--- config.mk ---
export PLATFORM = sky130hd
export DESIGN_NAME = hazard_unit
export DESIGN_NICKNAME = d
export VERILOG_FILES = /design/src/rtl/hazard_unit_pkg.sv /design/src/rtl/hazard_fwd_sel.sv /design/src/rtl/hazard_unit.sv
export SDC_FILE = /design/constraint.sdc
export NUM_CORES = 1
export LEC_CHECK = 0
export BUFFER_PORTS_ARGS = -buffer_cell sky130_fd_sc_hd__buf_2
export CAP_MARGIN = 0
export CORE_MARGIN = 1.5
export CORE_UTILIZATION = 41
export CTS_BUF_LIST = sky130_fd_sc_hd__clkbuf_8
export CTS_CLUSTER_SIZE = 20
export DETAILED_ROUTE_END_ITERATION = 6
export MAX_ROUTING_LAYER = met4
export PLACE_DENSITY_LB_ADDON = 0.1
export SETUP_SLACK_MARGIN = 0.5
export SYNTH_ARGS = -nofsm -noshare
export SYNTH_HDL_FRONTEND = slang
export SYNTH_SLANG_ARGS = --single-unit
--- constraint.sdc ---
create_clock -name clock -period 2.49 [get_ports clock]
set_input_delay 0.3735 -clock clock [delete_from_list [all_inputs] [get_ports clock]]
set_output_delay 0.3735 -clock clock [all_outputs]
set_load 0.02 [all_outputs]
--- src/rtl/hazard_unit_pkg.sv ---
// ============================================================================
// Module      : hazard_unit_pkg
// Description : Shared constants for the pipeline hazard controller:
//               forwarding-select codes and FSM state encodings.
// Revision    : 1.0 - initial release
// ============================================================================
`default_nettype none

package hazard_unit_pkg;

  // Forwarding-select codes for the execute-stage ALU operand muxes
  localparam logic [1:0] FWD_REG = 2'b00;  // operand from register file
  localparam logic [1:0] FWD_WB  = 2'b01;  // operand from ResultW
  localparam logic [1:0] FWD_MEM = 2'b10;  // operand from ALUOutM

  // Hazard controller FSM encodings
  localparam int         HZ_STATE_W  = 2;
  localparam logic [1:0] HZ_RUN      = 2'd0;
  localparam logic [1:0] HZ_MEM_WAIT = 2'd1;
  localparam logic [1:0] HZ_ERROR    = 2'd2;

endpackage : hazard_unit_pkg

`default_nettype wire

--- src/rtl/hazard_fwd_sel.sv ---
// ============================================================================
// Module      : hazard_fwd_sel
// Description : Execute-stage forwarding select for one ALU source operand.
//               The memory stage wins over write-back because it holds the
//               younger result; register 0 is never forwarded.
// Revision    : 1.0 - initial release
// ============================================================================
`default_nettype none

module hazard_fwd_sel
  import hazard_unit_pkg::*;
#(
  parameter int REG_ADDR_W = 5
) (
  input  logic [REG_ADDR_W-1:0] srcReg,
  input  logic [REG_ADDR_W-1:0] writeRegM,
  input  logic                  regWriteM,
  input  logic [REG_ADDR_W-1:0] writeRegW,
  input  logic                  regWriteW,
  output logic [1:0]            fwdSel
);

  logic w_srcValid;

  assign w_srcValid = (srcReg != '0);

  // Priority select: memory-stage result, then write-back result, else regfile
  always_comb begin
    fwdSel = FWD_REG;
    if (w_srcValid && regWriteM && (writeRegM == srcReg)) begin
      fwdSel = FWD_MEM;
    end else if (w_srcValid && regWriteW && (writeRegW == srcReg)) begin
      fwdSel = FWD_WB;
    end
  end

endmodule : hazard_fwd_sel

`default_nettype wire

--- src/rtl/hazard_unit.sv ---
// ============================================================================
// Module      : hazard_unit
// Description : Central hazard controller for the 5-stage pipeline. Detects
//               load-use and branch-operand hazards, selects forwarding
//               paths, freezes the pipeline while data memory is busy and
//               traps stuck memory accesses in a sticky error state.
//               Optional performance counters are built when the macro
//               HAZ_PERF_CNT_EN is defined; otherwise they read as zero.
// Revision    : 1.0 - initial release
// ============================================================================
`default_nettype none

module hazard_unit
  import hazard_unit_pkg::*;
#(
  parameter int REG_ADDR_W  = 5,
  parameter int MEM_TIMEOUT = 16,
  parameter int CNT_W       = 32
) (
  input  logic                  clock,
  input  logic                  reset_n,
  input  logic [REG_ADDR_W-1:0] RsD,
  input  logic [REG_ADDR_W-1:0] RtD,
  input  logic [REG_ADDR_W-1:0] RsE,
  input  logic [REG_ADDR_W-1:0] RtE,
  input  logic [REG_ADDR_W-1:0] WriteRegE,
  input  logic [REG_ADDR_W-1:0] WriteRegM,
  input  logic [REG_ADDR_W-1:0] WriteRegW,
  input  logic                  RegWriteE,
  input  logic                  RegWriteM,
  input  logic                  RegWriteW,
  input  logic                  MemtoRegE,
  input  logic                  MemtoRegM,
  input  logic                  BranchD,
  input  logic                  mem_busy,
  output logic                  StallF,
  output logic                  StallD,
  output logic                  StallE,
  output logic                  StallM,
  output logic                  FlushD,
  output logic                  FlushE,
  output logic [1:0]            ForwardAE,
  output logic [1:0]            ForwardBE,
  output logic                  ForwardAD,
  output logic                  ForwardBD,
  output logic                  mem_timeout_err,
  output logic [CNT_W-1:0]      stall_cnt,
  output logic [CNT_W-1:0]      flush_cnt
);

  // Timer only needs to reach MEM_TIMEOUT; it never wraps
  localparam int                TMR_W     = $clog2(MEM_TIMEOUT + 1);
  localparam logic [TMR_W-1:0]  c_TIMEOUT = TMR_W'(MEM_TIMEOUT);
  localparam logic [TMR_W-1:0]  c_TMR_ONE = TMR_W'(1);

  logic [HZ_STATE_W-1:0] r_state;
  logic [HZ_STATE_W-1:0] w_nextState;
  logic [TMR_W-1:0]      r_timer;
  logic [TMR_W-1:0]      w_nextTimer;
  logic                  r_err;
  logic                  w_nextErr;

  logic w_lwStall;
  logic w_brStall;
  logic w_hazStall;
  logic w_freeze;

  // Ungated control values; the counters use these so that reset_n only
  // ever appears as an asynchronous reset on flops
  logic w_stallFD;
  logic w_stallEM;
  logic w_flushD;
  logic w_flushE;

  // --------------------------------------------------------------------------
  // Forwarding (combinational in every state)
  // --------------------------------------------------------------------------
  hazard_fwd_sel #(.REG_ADDR_W(REG_ADDR_W)) u_fwdA (
    .srcReg    (RsE),
    .writeRegM (WriteRegM),
    .regWriteM (RegWriteM),
    .writeRegW (WriteRegW),
    .regWriteW (RegWriteW),
    .fwdSel    (ForwardAE)
  );

  hazard_fwd_sel #(.REG_ADDR_W(REG_ADDR_W)) u_fwdB (
    .srcReg    (RtE),
    .writeRegM (WriteRegM),
    .regWriteM (RegWriteM),
    .writeRegW (WriteRegW),
    .regWriteW (RegWriteW),
    .fwdSel    (ForwardBE)
  );

  assign ForwardAD = (RsD != '0) && RegWriteM && (WriteRegM == RsD);
  assign ForwardBD = (RtD != '0) && RegWriteM && (WriteRegM == RtD);

  // --------------------------------------------------------------------------
  // Hazard detection
  // --------------------------------------------------------------------------
  assign w_lwStall = MemtoRegE && (WriteRegE != '0) &&
                     ((WriteRegE == RsD) || (WriteRegE == RtD));

  // Branch compare happens in decode, so an E-stage ALU result or an M-stage
  // load feeding a branch operand cannot be forwarded in time
  assign w_brStall = BranchD &&
                     ((RegWriteE && (WriteRegE != '0) &&
                       ((WriteRegE == RsD) || (WriteRegE == RtD))) ||
                      (MemtoRegM && (WriteRegM != '0) &&
                       ((WriteRegM == RsD) || (WriteRegM == RtD))));

  assign w_hazStall = w_lwStall || w_brStall;

  // --------------------------------------------------------------------------
  // FSM: state, timeout timer and sticky error flag
  // --------------------------------------------------------------------------
  // State register with asynchronous reset
  always_ff @(posedge clock or negedge reset_n) begin
    if (!reset_n) begin
      r_state <= HZ_RUN;
      r_timer <= '0;
      r_err   <= 1'b0;
    end else begin
      r_state <= w_nextState;
      r_timer <= w_nextTimer;
      r_err   <= w_nextErr;
    end
  end

  // Next-state logic: count consecutive busy cycles, trap on timeout
  always_comb begin
    w_nextState = r_state;
    w_nextTimer = r_timer;
    w_nextErr   = r_err;
    case (r_state)
      HZ_RUN: begin
        if (mem_busy) begin
          w_nextState = HZ_MEM_WAIT;
          w_nextTimer = c_TMR_ONE;
        end
      end
      HZ_MEM_WAIT: begin
        if (!mem_busy) begin
          w_nextState = HZ_RUN;
          w_nextTimer = '0;
        end else if (r_timer == c_TIMEOUT) begin
          w_nextState = HZ_ERROR;
          w_nextErr   = 1'b1;
        end else begin
          w_nextTimer = r_timer + c_TMR_ONE;
        end
      end
      HZ_ERROR: begin
        w_nextState = HZ_ERROR;
      end
      default: begin
        w_nextState = HZ_RUN;
        w_nextTimer = '0;
      end
    endcase
  end

  // Output logic: busy memory or error freezes everything, else hazards apply
  always_comb begin
    w_freeze = 1'b0;
    case (r_state)
      HZ_RUN, HZ_MEM_WAIT: w_freeze = mem_busy;
      HZ_ERROR:            w_freeze = 1'b1;
      default:             w_freeze = 1'b0;
    endcase

    if (w_freeze) begin
      w_stallFD = 1'b1;
      w_stallEM = 1'b1;
      w_flushE  = 1'b1;
      w_flushD  = 1'b0;
    end else begin
      w_stallFD = w_hazStall;
      w_stallEM = 1'b0;
      w_flushE  = ~w_hazStall;
      w_flushD  = BranchD && !w_hazStall;
    end
  end

  // Reset asserted mid-access releases the pipeline immediately
  assign StallF          = reset_n && w_stallFD;
  assign StallD          = reset_n && w_stallFD;
  assign StallE          = reset_n && w_stallEM;
  assign StallM          = reset_n && w_stallEM;
  assign FlushD          = reset_n && w_flushD;
  assign FlushE          = !reset_n || w_flushE;
  assign mem_timeout_err = r_err;

  // --------------------------------------------------------------------------
  // Performance counters
  // --------------------------------------------------------------------------
`ifdef HAZ_PERF_CNT_EN
  logic [CNT_W-1:0] r_stallCnt;
  logic [CNT_W-1:0] r_flushCnt;

  // Saturating event counters
  always_ff @(posedge clock or negedge reset_n) begin
    if (!reset_n) begin
      r_stallCnt <= '0;
      r_flushCnt <= '0;
    end else begin
      if (w_stallFD && (r_stallCnt != '1)) begin
        r_stallCnt <= r_stallCnt + CNT_W'(1);
      end
      if ((!w_flushE || w_flushD) && (r_flushCnt != '1)) begin
        r_flushCnt <= r_flushCnt + CNT_W'(1);
      end
    end
  end

  assign stall_cnt = r_stallCnt;
  assign flush_cnt = r_flushCnt;
`else
  assign stall_cnt = '0;
  assign flush_cnt = '0;
`endif

endmodule : hazard_unit

`default_nettype wire

==> results of run 1 <==
-- through the flow --
stage                     instances    util  setup WS [ps]
after detailed placement        291  0.4432          346.1
after global placement          291  0.4432          363.0
after floorplan                 260       -          354.9
after global routing            298  0.5065          352.5
final                           298  0.5065          401.0
after CTS                       298  0.4900          401.0
-- timing repair --
action | CTS | global route
resized for setup | 28 | 15
pin swaps | 9 | 12
setup endpoints to repair | 6 | 8
cloned | 0 | 0
setup buffers | 4 | 0
-- per-layer routing --
| metal | track usage | share of wire |
|---|---|---|
| met2 | 0.2591 | 0.49 |
| met5 | - | 0 |
| met4 | 0.05585 | 0.012 |
| met3 | 0.01761 | 0.062 |
| met1 | 0.2216 | 0.43 |
-- cells by family (layout without fill, tap and decap cells) --
| family | after synthesis | in the layout |
|---|---|---|
| buffers and inverters | 78 | 68 |
| and+or+nand+nor | 47 | 47 |
| xor gates and xnor gates | 40 | 40 |
| AOI/OAI and AO/OA | 21 | 21 |
| DFF | 8 | 8 |
| adders and majority gates | 2 | 2 |
| other | 1 | 64 |
-- flip-flops by register name, indices dropped and copies added, names as in the netlist --
signal,cells
r_state,2
r_timer,5
mem_timeout_err,1
-- how the worst max path moves through the flow --
stage	slack, ps	startpoint	cells past startpoint	end
4_1_cts	400	WriteRegM[4]	6	StallF
5_1_grt	350	WriteRegE[4]	7	StallD
6_report	400	WriteRegM[4]	6	StallD
3_3_place_gp	360	WriteRegM[1]	6	StallD
2_1_floorplan	350	WriteRegM[1]	6	StallF
3_5_place_dp	350	WriteRegM[1]	6	StallF
-- placed cells by master, fill, tap and decap left out, types with 3 or more instances in the layout --
cell type and instances:
buf_4 8, buf_8 4, o21ai_0 9, dfrtp_1 8, xor2_1 14, inv_1 5
conb_1 64, xnor2_1 24, nand3_1 6, buf_6 6, nand2_1 5, buf_2 42
nor3_1 5, or4_4 4, nor2_4 3, clkbuf_8 3, nand4_1 4, nor2_1 6
-- power by group --
group	total [mW]	switching [mW]	internal (mW)	leakage [nW]
combinational	0.296	0.192	0.104	0.759
clock	0.166	0.0603	0.106	0.0216
sequential	0.142	0.00639	0.136	0.107
total	0.604	0.259	0.346	0.887
-- worst max-delay path, stage by stage --
cell	delay, ps
buf_8	90
or4_4	520
o211ai_2	180
a21oi_2	60
o31a_1	330
buf_6	150
-- layout make-up --
cell class	instances	area (sq um)	share of cell area
multi-input cells	174	1122	0.6098
repair buffers	60	397.9	0.2162
flip-flops and latches	8	200.2	0.1088
well taps	48	60.06	0.03263
clock buffers	3	41.29	0.02243
inverters	5	18.77	0.01020
==> impl_results.md, run 1 <==
* Post-synth top flop: dfrtp_1
* Clk buf depth at 2
* Post-route clock period utilization at 0.8390
* Status: finished with violations
* Die Area at 0.004120 sq mm
* Post-Synth Adder-Cell Area at 0.01630
* Worst hold slack at -3.219 ps
* Yosys warning total at 0
* CP endpoint kind: output port
* Vias in the first global route at 1130
* PD cells at 328.4 mW/mm^2
* Synth Register Bits at 8
* Final WL at 3.286 mm
* Drt via density at 4.299
* Synth Area per Inst at 7.793 sq um
* FP Rows at 22
* Final Setup Violations at 0
* Register area share after synthesis at 0.1304
* First-pass GRT wire length at 5.264 mm
* Fill cells at 385
* Yosys top cell area share at 0.3227
* Failing checks: negative hold slack
* Largest net degree at the start of global routing at 13
* Reg2reg start: r_timer[0]$_DFFE_PN0P_
* Initial Util at 0.4225
* Post-synth EDFFs at 0
* Final GP Congestion at 0.9232
* Peak VDD IR at 117.7 uV
* Post-synth top cells: buf_4, xnor2_1, xor2_1
* Ports at 121
* Core Box Area at 0.003633 sq mm
* CP Launch Type: input pin
* WP data arrival at 1720 ps
* # port buffers at 56
* Post-synthesis simple-gate area fraction at 0.1711
* Worst endpoint required time at 2120 ps
* Antenna cells at 0
* R2R Setup Slk at 950 ps
* Via count at 1281
* Final layout net count at 298
* Max-Cap Viols at 0
* Synthesized area at 0.001535 sq mm
* Clk sinks at 8
* Total CTS buffers at 3
* Mux cell area share after synthesis at 0
* Synth Area in Compound Gates at 0.08883
* Overall Power at 0.6044 mW
* Dpl hpwl at 2.689 mm
* RSZ-0062 raised after global routing: true
* Most frequent cell after synthesis: buf_4
* DIE WIDTH at 64.19 um
* Fmax at 478.7 MHz
* Largest family of logic cells by synthesized area: buffers and inverters
* WS Path Type: input pin to output port
* Final Hold Fails at 8
* Clk root buf: clkbuf_8
* Clk_lat worst skew at 240 ps
* Final slew viol count at 0
* Placed inst area at 0.001610 sq mm
* Routed WL per cell at 11.03 um
* Detailed-route DRC error count at 0
* Worst-path clk slew at 40 ps
* Worst Reg-to-Reg Cells at 7
* CTS tree: built
* Crit Path Max Fanout at 3
* Share of cells above drive strength 1 at 0.3360
* Setup TNS at 0 ps
* CTS H-Tree Depth at 1
* Synth-to-Final Area Change at 19.89%
* Final Skew at 0.7824 ps
* First drt pass iteration count at 4
* Die height at 64.19 um
* Min-delay worst type: input pin to asynchronous set/reset pin
* XOR/XNOR share of the synthesized area at 0.2282
* Total track usage at 0.1652
* Antenna Nets Post-Route at 0
* Overflow after GRT at 0
* Post-route minimum period at 2089 ps
* Design Area, Final at 0.001841 sq mm
* Reg-to-reg endpoint: r_timer[1]$_DFFE_PN0P_
* Synth cell types at 32
* Synth area leader: buf_4
* Asr flop ratio synth at 1.000
* Area contributors post-synth: buf_4, xnor2_1, dfrtp_1, xor2_1, o21ai_0
* Hold Buf Count CTS at 0
* DR iter-0 viols at 54
* Lkg Pwr at 0.8875 nW
* Initial antenna violation count at 0
* Mapped Cells at 197
Power figures use the tool's default switching activity.
==> inputs of run 2 (changes only) <==
--- a/config.mk
+++ b/config.mk
@@ -8,7 +8,7 @@
 export BUFFER_PORTS_ARGS = -buffer_cell sky130_fd_sc_hd__buf_2
 export CAP_MARGIN = 0
 export CORE_MARGIN = 1.5
-export CORE_UTILIZATION = 41
+export CORE_UTILIZATION = 37
 export CTS_BUF_LIST = sky130_fd_sc_hd__clkbuf_8
 export CTS_CLUSTER_SIZE = 20
 export DETAILED_ROUTE_END_ITERATION = 6
==> constraint.sdc (replaced) <==
create_clock -name clock -period 1.7 [get_ports clock]
set_input_delay 0.255 -clock clock [delete_from_list [all_inputs] [get_ports clock]]
set_output_delay 0.255 -clock clock [all_outputs]
set_load 0.02 [all_outputs]
==> run 2 against run 1 <==
Against the previous run:
- the run ends with negative setup slack left
- cell area increased by 32%
- via count grew 12%
- utilization increased by 10 points
- critical path type unchanged
- clock skew rose by 3.5 ps
- total power rose by 72%
- global-route usage is 0.55 points higher
- die area grew 10%
- combinational power increased by 100%
- worst setup slack got worse by 520 ps
- count of clock-buffer cells in the layout stayed put
- largest power group unchanged
- final cell count up 12%
==> impl_results.md, run 2 (synthesis results as in run 1) <==
* Core Box Area at 0.004000 sq mm (+10%)
* Initial Util at 0.3838 (-0.03872)
* Lkg Pwr at 1.141 nW (+29%)
* Overflow after GRT at 0 (unchanged)
* WS Path Type: input pin to output port
* Design Area, Final at 0.002437 sq mm (+32%)
* First drt pass iteration count at 4 (unchanged)
* PD cells at 427.4 mW/mm^2 (+30%)
* Clk sinks at 8 (unchanged)
* Antenna cells at 0 (unchanged)
* Detailed-route DRC error count at 0 (unchanged)
* Fill cells at 369 (-4.2%)
* Clk buf depth at 2 (unchanged)
* Antenna Nets Post-Route at 0 (unchanged)
* Max-Cap Viols at 0 (unchanged)
* First-pass GRT wire length at 5.733 mm (+8.9%)
* CTS H-Tree Depth at 1 (unchanged)
* Total track usage at 0.1706 (+0.005463)
* Clk_lat worst skew at 240 ps (about the same)
* CP top delay family: simple AND/OR/NAND/NOR gates
* Failing checks: negative setup slack
* Fmax at 549.7 MHz
* CP Launch Type: input pin
* Final WL at 3.786 mm (+15%)
* Placed cells at 318 (+9.3%)
* DIE WIDTH at 67.42 um (+5.0%)
* Final Hold Fails at 0 (-8)
* Die height at 67.42 um (+5.0%)
* Die Area at 0.004545 sq mm (+10%)
* Worst-path clk slew at 50 ps (about the same)
* Routed WL per cell at 11.37 um (+3.1%)
* Final layout net count at 331 (+11%)
* Post-route minimum period at 1819 ps
* Final Setup Violations at 6 (+6)
* Final GP Congestion at 0.7444 (-19%)
* Min-delay worst type: register to register
* RSZ-0062 raised after global routing: true
* WP data arrival at 1560 ps (-160 ps)
* Synth-to-Final Area Change at 58.76%
* Drt via density at 4.297 (about the same)
* Worst endpoint required time at 1440 ps (-680 ps)
* Clk root buf: clkbuf_8
* Final slew viol count at 0 (unchanged)
* Final Skew at 4.242 ps (+3.459 ps)
* CTS tree: built
* Largest stage delay, worst path at 530 ps (about the same)
* Setup TNS at -360.6 ps (-360.6 ps)
* Max reg flops at 5 (unchanged)
* DR iter-0 viols at 19 (-65%)
* Dpl hpwl at 2.828 mm (+5.2%)
* Reg with most FFs: r_timer
* WP buf/inv at 2 (unchanged)
* Commonest non-fill, non-tap cell in the layout: conb_1
* CP endpoint kind: output port
* Most frequent cells in the layout: conb_1, buf_2, buf_6, buf_4, xnor2_1
* Final core occ at 0.6093 (+0.1028)
* Share of cells above drive strength 1 at 0.5265 (+0.1905)
* Slowest cell on crit path: or4_4
* # port buffers at 56 (unchanged)
* Ports at 121 (unchanged)
* Largest net degree at the start of global routing at 10 (-3)
* Post-Layout Cell Count at 333 (+12%)
* Placed inst area at 0.001879 sq mm (+17%)
* Critical path cell sequence: buf_6 -> or4_4 -> o211ai_2 -> a21oi_2 -> o31a_1 -> buf_2
* FP Rows at 23 (+4.5%)
* Vias in the first global route at 1263 (+12%)
* Peak VDD IR at 429.0 uV (+260%)
* Initial antenna violation count at 0 (unchanged)
* Post-route clock period utilization at 1.070
* Overall Power at 1.042 mW (+72%)
* Crit Path Max Fanout at 3 (unchanged)
* Setup slack after layout at -119.1 ps (-520.1 ps)
* Status: finished with violations
* Via count at 1431 (+12%)
* Total CTS buffers at 3 (unchanged)
[run 2: cell types whose count changed in the layout (fill, tap and decap cells not counted), sizes merged]
cell / change
dlygate4sd3: +1
buf: +32
[run 2: final cells by class]
type / count / area, sq um / area share
multi-input combinational: 174 / 1356 / 0.5565
timing repair buffer: 93 / 758.2 / 0.3111
sequential: 8 / 200.2 / 0.08214
tap: 50 / 62.56 / 0.02567
clock buffer: 3 / 41.29 / 0.01694
inverter: 5 / 18.77 / 0.007700
[run 2: through the flow]
| step | setup slack (ps) | hold WS (ps) |
|---|---|---|
| final | -119.1 | 516.7 |
| after global routing | -162.8 | 527.5 |
| after CTS | -128.7 | 460.9 |
| after detailed placement | -141.1 | 141.1 |
| after global placement | -137.8 | 138.1 |
| after floorplan | -197.8 | -40.59 |
[run 2: path summary, 6_finish.rpt]
check / slack [ps] / to / from / cells past startpoint
setup / recovery: -120 / StallD / WriteRegM[1] / 6
hold / removal: 520 / mem_timeout_err$_DFFE_PN0P_ / mem_timeout_err$_DFFE_PN0P_ / 1
setup reg to reg: 320 / r_timer[0]$_DFFE_PN0P_ / r_timer[0]$_DFFE_PN0P_ / 8
hold reg to reg: 520 / mem_timeout_err$_DFFE_PN0P_ / mem_timeout_err$_DFFE_PN0P_ / 1
max in group asynchronous: 850 / r_timer[1]$_DFFE_PN0P_ / reset_n / 2
min in group asynchronous: 560 / r_timer[0]$_DFFE_PN0P_ / reset_n / 2
[run 2: where the power goes]
group	switching (mW)	internal [mW]
combinational	0.338	0.255
sequential	0.00793	0.199
clock	0.0875	0.155
[run 2: metal layers]
metal	up-vias	GRT usage	routed length (um)
li1	697	-	-
met1	656	0.2053	1536
met2	76	0.3032	1955
met3	2	0.04167	286
met4	0	0.007653	8
met5	-	-	0
[run 2: timing repair]
item                                    CTS  global route
pin swaps                                29            18
gates resized for setup                  65            39
endpoints found under the setup margin   18            20
endpoints found under the hold margin     8             0
buffers inserted                          8             3
hold buffers                              1             0
